## config.mk

```make
export PLATFORM = sky130hd
export DESIGN_NAME = fizzbuzz_gen_flat
export DESIGN_NICKNAME = d
export VERILOG_FILES = /design/src/rtl/fizzbuzz_gen_if.sv /design/src/rtl/fizzbuzz_gen.sv /design/src/flat_wrapper.sv
export SDC_FILE = /design/constraint.sdc
export NUM_CORES = 1
export LEC_CHECK = 0
export ABC_AREA = 1
export CORE_ASPECT_RATIO = 0.5
export CORE_MARGIN = 10
export CORE_UTILIZATION = 25
export CTS_CLUSTER_DIAMETER = 200
export DETAILED_ROUTE_END_ITERATION = 16
export GPL_ROUTABILITY_DRIVEN = 0
export SYNTH_ARGS = -nofsm -noshare
export SYNTH_HDL_FRONTEND = slang
export SYNTH_SLANG_ARGS = --single-unit
export TNS_END_PERCENT = 20
```

## constraint.sdc

```tcl
create_clock -name clk -period 1.7 [get_ports clk]
set_input_delay 0.17 -clock clk [delete_from_list [all_inputs] [get_ports clk]]
set_output_delay 0.17 -clock clk [all_outputs]
set_load 0.005 [all_outputs]
```

## src/rtl/fizzbuzz_gen_if.sv

```systemverilog
// Output stream of the FizzBuzz generator: one term per accepted beat plus its
// mutually exclusive divisibility flags, with valid/ready back-pressure.
interface fizzbuzz_gen_if #(
  parameter int CNT_W = 5
);
  logic             out_valid;
  logic             out_ready;
  logic [CNT_W-1:0] out_count;
  logic             fizz;
  logic             buzz;
  logic             fizzbuzz;

  modport master (
    output out_valid, out_count, fizz, buzz, fizzbuzz,
    input  out_ready
  );

  modport slave (
    input  out_valid, out_count, fizz, buzz, fizzbuzz,
    output out_ready
  );
endinterface

```

## src/rtl/fizzbuzz_gen.sv

```systemverilog
// Back-pressurable FizzBuzz generator: emits terms 1..MAX_CYCLES per start pulse.
// Optional macro FIZZBUZZ_GEN_RUNTIME_DIV_EN adds runtime fizz_div/buzz_div ports.
module fizzbuzz_gen #(
  parameter int MAX_CYCLES = 30,
  parameter int FIZZ_DIV   = 3,
  parameter int BUZZ_DIV   = 5,
  parameter int DIV_W      = 8
) (
  input  logic             clk,
  input  logic             resetn,
  input  logic             start,
`ifdef FIZZBUZZ_GEN_RUNTIME_DIV_EN
  input  logic [DIV_W-1:0] fizz_div,
  input  logic [DIV_W-1:0] buzz_div,
`endif
  fizzbuzz_gen_if.master   m,
  output logic             busy,
  output logic             done
);

  localparam int CNT_W   = $clog2(MAX_CYCLES + 1);
  localparam int MAX_DIV = (FIZZ_DIV > BUZZ_DIV) ? FIZZ_DIV : BUZZ_DIV;
  localparam int MIN_W   = $clog2(MAX_DIV + 1);
  localparam int MOD_W   = (MIN_W > DIV_W) ? MIN_W : DIV_W;

  typedef enum logic [1:0] {IDLE, RUN, DONE} state_t;

  state_t           state_q, state_d;
  logic             valid_q, valid_d;
  logic [CNT_W-1:0] cnt_q, cnt_d;
  logic [MOD_W-1:0] mod_f_q, mod_f_d, mod_b_q, mod_b_d;
  logic             fizz_q, buzz_q, fizzbuzz_q;
  logic             fizz_d, buzz_d, fizzbuzz_d;
  logic             load;
  logic [MOD_W-1:0] fdiv_load, bdiv_load, fdiv_run, bdiv_run;

  function automatic logic [MOD_W-1:0] mod_init(input logic [MOD_W-1:0] d);
    return (d == MOD_W'(1)) ? '0 : MOD_W'(1);
  endfunction

  function automatic logic [MOD_W-1:0] mod_step(input logic [MOD_W-1:0] v,
                                                input logic [MOD_W-1:0] d);
    return (v == d - 1'b1) ? '0 : v + 1'b1;
  endfunction

`ifdef FIZZBUZZ_GEN_RUNTIME_DIV_EN
  logic [MOD_W-1:0] fdiv_q, bdiv_q;

  // A zero divisor would never wrap; treat it as 1 so every term matches.
  function automatic logic [MOD_W-1:0] sanitize_div(input logic [DIV_W-1:0] d);
    return (d == '0) ? MOD_W'(1) : MOD_W'(d);
  endfunction

  assign fdiv_load = sanitize_div(fizz_div);
  assign bdiv_load = sanitize_div(buzz_div);
  assign fdiv_run  = fdiv_q;
  assign bdiv_run  = bdiv_q;

  always_ff @(posedge clk or negedge resetn) begin
    if (!resetn) begin
      fdiv_q <= MOD_W'(1);
      bdiv_q <= MOD_W'(1);
    end else if (load) begin
      fdiv_q <= fdiv_load;
      bdiv_q <= bdiv_load;
    end
  end
`else
  assign fdiv_load = MOD_W'(FIZZ_DIV);
  assign bdiv_load = MOD_W'(BUZZ_DIV);
  assign fdiv_run  = fdiv_load;
  assign bdiv_run  = bdiv_load;
`endif

  always_comb begin
    state_d = state_q;
    valid_d = valid_q;
    cnt_d   = cnt_q;
    mod_f_d = mod_f_q;
    mod_b_d = mod_b_q;
    load    = 1'b0;
    unique case (state_q)
      IDLE: begin
        if (start) begin
          state_d = RUN;
          load    = 1'b1;
          valid_d = 1'b1;
          cnt_d   = CNT_W'(1);
          mod_f_d = mod_init(fdiv_load);
          mod_b_d = mod_init(bdiv_load);
        end
      end
      RUN: begin
        if (valid_q && m.out_ready) begin
          if (cnt_q == CNT_W'(MAX_CYCLES)) begin
            state_d = DONE;
            valid_d = 1'b0;
          end else begin
            cnt_d   = cnt_q + 1'b1;
            mod_f_d = mod_step(mod_f_q, fdiv_run);
            mod_b_d = mod_step(mod_b_q, bdiv_run);
          end
        end
      end
      DONE:    state_d = IDLE;
      default: state_d = IDLE;
    endcase
  end

  // Flags follow the next residues so they register in step with out_count.
  always_comb begin
    fizzbuzz_d = valid_d && (mod_f_d == '0) && (mod_b_d == '0);
    fizz_d     = valid_d && (mod_f_d == '0) && (mod_b_d != '0);
    buzz_d     = valid_d && (mod_b_d == '0) && (mod_f_d != '0);
  end

  always_ff @(posedge clk or negedge resetn) begin
    if (!resetn) begin
      state_q    <= IDLE;
      valid_q    <= 1'b0;
      cnt_q      <= '0;
      mod_f_q    <= '0;
      mod_b_q    <= '0;
      fizz_q     <= 1'b0;
      buzz_q     <= 1'b0;
      fizzbuzz_q <= 1'b0;
    end else begin
      state_q    <= state_d;
      valid_q    <= valid_d;
      cnt_q      <= cnt_d;
      mod_f_q    <= mod_f_d;
      mod_b_q    <= mod_b_d;
      fizz_q     <= fizz_d;
      buzz_q     <= buzz_d;
      fizzbuzz_q <= fizzbuzz_d;
    end
  end

  assign m.out_valid = valid_q;
  assign m.out_count = cnt_q;
  assign m.fizz      = fizz_q;
  assign m.buzz      = buzz_q;
  assign m.fizzbuzz  = fizzbuzz_q;
  assign busy        = (state_q == RUN);
  assign done        = (state_q == DONE);

endmodule

```

## src/flat_wrapper.sv

```systemverilog
// flat-port wrapper written by rule: the top's interface ports become plain ports
module fizzbuzz_gen_flat 
#(
  parameter int MAX_CYCLES = 30,
  parameter int FIZZ_DIV   = 3,
  parameter int BUZZ_DIV   = 5,
  parameter int DIV_W      = 8
)
  (clk, resetn, start, busy, done, m_out_valid, m_out_count, m_fizz, m_buzz, m_fizzbuzz, m_out_ready);
  fizzbuzz_gen_if #(.CNT_W(($clog2((30) + 1)))) m_i ();
  input  logic clk;
  input  logic resetn;
  input  logic start;
  output logic busy;
  output logic done;
  output wire logic [$bits(m_i.out_valid)-1:0] m_out_valid;
  output wire logic [$bits(m_i.out_count)-1:0] m_out_count;
  output wire logic [$bits(m_i.fizz)-1:0] m_fizz;
  output wire logic [$bits(m_i.buzz)-1:0] m_buzz;
  output wire logic [$bits(m_i.fizzbuzz)-1:0] m_fizzbuzz;
  input wire logic [$bits(m_i.out_ready)-1:0] m_out_ready;
  assign m_out_valid = m_i.out_valid;
  assign m_out_count = m_i.out_count;
  assign m_fizz = m_i.fizz;
  assign m_buzz = m_i.buzz;
  assign m_fizzbuzz = m_i.fizzbuzz;
  assign m_i.out_ready = m_out_ready;
  fizzbuzz_gen #(.MAX_CYCLES(MAX_CYCLES), .FIZZ_DIV(FIZZ_DIV), .BUZZ_DIV(BUZZ_DIV), .DIV_W(DIV_W)) u_core (.clk(clk), .resetn(resetn), .start(start), .m(m_i), .busy(busy), .done(done));
endmodule
```

==> metrics <==
Gate power share 61.7%; pin count of the biggest net entering global routing 28; hold_buf cts 0; P_leak 1.556 nW; vias per inst 4.334; PD cells 1417 mW/mm2; Antenna diodes 0; Tot Pwr 4.130 mW; Initial Utilization 25.71%; GR Util All Layers under 10%; CP cell instances ha_4 > nand2_4 > inv_4 > nand2_8 > buf_6 > nand3_4 > nand2_2 > nor2_2 > nor2_2 > nand3_1 > nor2_1 > nand3_1 > nor2_1; Slowest Stage Delay on Critical Path 410 ps; Final Cell Area 0.002914 mm2; Die Span X about 140 um; switching power 1.690 mW; Detailed Place HPWL 4.032 mm; Worst-Margin Slew 365.2 ps; Syn Inst Count 284; Clock power frac a little over an eighth; via count 2024; sequential cell area fraction in the yosys report 35.76%; number of global-route vias before repair approximately 2.1k; most frequent cells in the layout nand2_1, buf_4, inv_1, nor2_1, dfrtp_1; Rows 22; Non-Filler Instances 467; grt ovf 0; CTS Buf Count 3; Final Cycle Share 106.5%; startpoint class of the critical path flop; CTS max path bufs 2; clk root buf clkbuf_16; die area 0.01165 mm2; post-layout minimum cycle time 1811 ps; unrepaired setup endpoints after global routing yes; Port Buf Inserts 14; Worst IR Drop VDD 508.7 uV; IO Count 15; maximum fanout along the worst path 8; Yosys reg bits 27; cell area after synthesis between 0.0015 and 0.002 mm2; Syn Area/Cell roughly 6.7 um2; failing checks negative setup slack; final wirelength 5.416 mm; number of synthesized flops with an enable pin 0; Critical Path End Type flop; Main synth FF type dfrtp_1; Placed Area 0.002570 mm2; fraction of power spent switching nets 40.92%; worst hold path type input pin to asynchronous set/reset pin; synthesis warning total 0; status complete, but fails checks; CP max-delay cell dfrtp_1; Seq pwr share 24.7%; clock skew 1.681 ps; Rel. slew slack 75.65%; FMAX 552.2 MHz; Required @ worst endpoint 1900 ps; setup slack after layout -110.8 ps; DR iter-0 viols 75; Synth cell types 24; Seq. cell area about 680 um2; DRT antenna net count 0; DR DRC count 0; Net Count, Synth 294; Arr. time, crit path 2010 ps; Layout area overhead 54.24%; CTS tree done; die height 81.47 um; Final Hold Vio Count 0; most common cell after layout, fill and taps aside nand2_1; placed cell count approximately 450; Pint 2.440 mW; layout cells sized above 1 32.61%; critical path class flop to flop; multi-input logic area ~0.0011 mm2; # setup viols final 4; post-DR wirelength/cell 11.60 um; Clock Latency Late Sink approximately 270 ps; count of pins over their slew limit 0; clock transition at the registers of the reported paths 70 ps; Sink Count 27; antenna violations before repair 0; first-pass GRT wire length 9.246 mm; layout filler cell count 747; FFs w/ async S/R, synth 100.0%; Max Cap Viol 0; nets about 380; CORE AREA 0.007350 mm2; DRT Pass-1 Iters 4; H-tree depth 1
## repair_timing
action,4_1_cts,5_1_grt
gates resized for setup,16,24
endpoints found under the setup margin,5,9
setup buffers,10,4
pin swaps,17,21
## cell usage after synthesis (3+ instances only)
library cell / instances / area [um2]
nand4_1: 5 / 31.28
dfrtp_1: 27 / 675.7
nor2_1: 41 / 153.9
nor2_2: 6 / 37.54
nand2_2: 5 / 31.28
inv_2: 3 / 11.26
buf_6: 3 / 33.78
inv_1: 43 / 161.4
ha_1: 6 / 75.07
nand2_1: 90 / 337.8
a21oi_1: 8 / 40.04
o21ai_0: 12 / 60.06
nand3_1: 21 / 105.1
## critical path, delay by kind of cell (launching register included)
kind                     cells  cell delay [ps]
adder cells (fa/ha/maj)      1              180
buffers and inverters        2              160
AND/OR/NAND/NOR             10              980
flip-flops                   1              410
## sequential cells by signal (all words and copies together) (netlist names)
name and flops:
u_core.mod_b_q 8, u_core.state_q 2, u_core.mod_f_q 8, u_core.m.fizzbuzz 1, u_core.m.out_count 5, u_core.m.buzz 1, u_core.m.out_valid 1, u_core.m.fizz 1
## area by class of cell
class,count,area share (%)
Inverter,46,6.011
Clock buffer,4,2.705
Tap cell,96,4.122
Timing Repair Buffer,86,24.82
Sequential cell,27,23.23
Multi-Input combinational cell,208,39.12
## final timing paths
path / from / endpoint / slack [ps] / depth (start not counted)
max in group asynchronous: resetn / u_core.state_q[1] / 1130 / 2
max: u_core.m.out_count[1] / u_core.m.fizz / -110 / 13
min reg2reg: u_core.m.out_count[4] / u_core.m.out_count[4] / 620 / 2
max reg2reg: u_core.m.out_count[1] / u_core.m.fizz / -110 / 13
min in group clk: u_core.m.out_count[4] / u_core.m.out_count[4] / 620 / 2
min: resetn / u_core.m.out_count[0] / 280 / 2
## per-layer routing
metal | up-vias | global-route usage (%) | wire length, um
li1 | 1058 | - | -
met3 | 4 | 1.382 | 114
met1 | 947 | 11.28 | 2572
met5 | - | 0 | 0
met4 | 0 | 2.352 | 48
met2 | 15 | 18.15 | 2680
## power groups by stage
stage | combinational [mW] | clock, mW | sequential (mW)
after floorplan | 1.08 | 0 | 1.04
after global routing | 2.85 | 0.582 | 1.05
after detailed placement | 2.16 | 0 | 1.02
final | 2.55 | 0.563 | 1.02
after CTS | 2.34 | 0.570 | 1.02
after global placement | 2.15 | 0 | 1.02
## kinds of logic after synthesis
family	after synthesis	synth area share, %
AND/OR/NAND/NOR	177	42.12
buffers and inverters	49	10.93
flip-flops	27	35.76
AO/OA/AOI/OAI	25	7.219
adder cells (fa/ha/maj)	6	3.973
## through the flow
step	utilization (%)	setup TNS, ps	hold slack [ps]	setup WS (ps)
global route	39.65	-1026	329.3	-291.8
CTS	38.12	-341.6	298.9	-135.0
floorplan	-	0	-125.6	4.280
finish	39.65	-329.5	282.2	-110.8
detailed placement	34.97	-868.8	563.0	-313.9
global placement	34.97	-781.1	552.3	-294.4
Power figures use the tool's default switching activity.
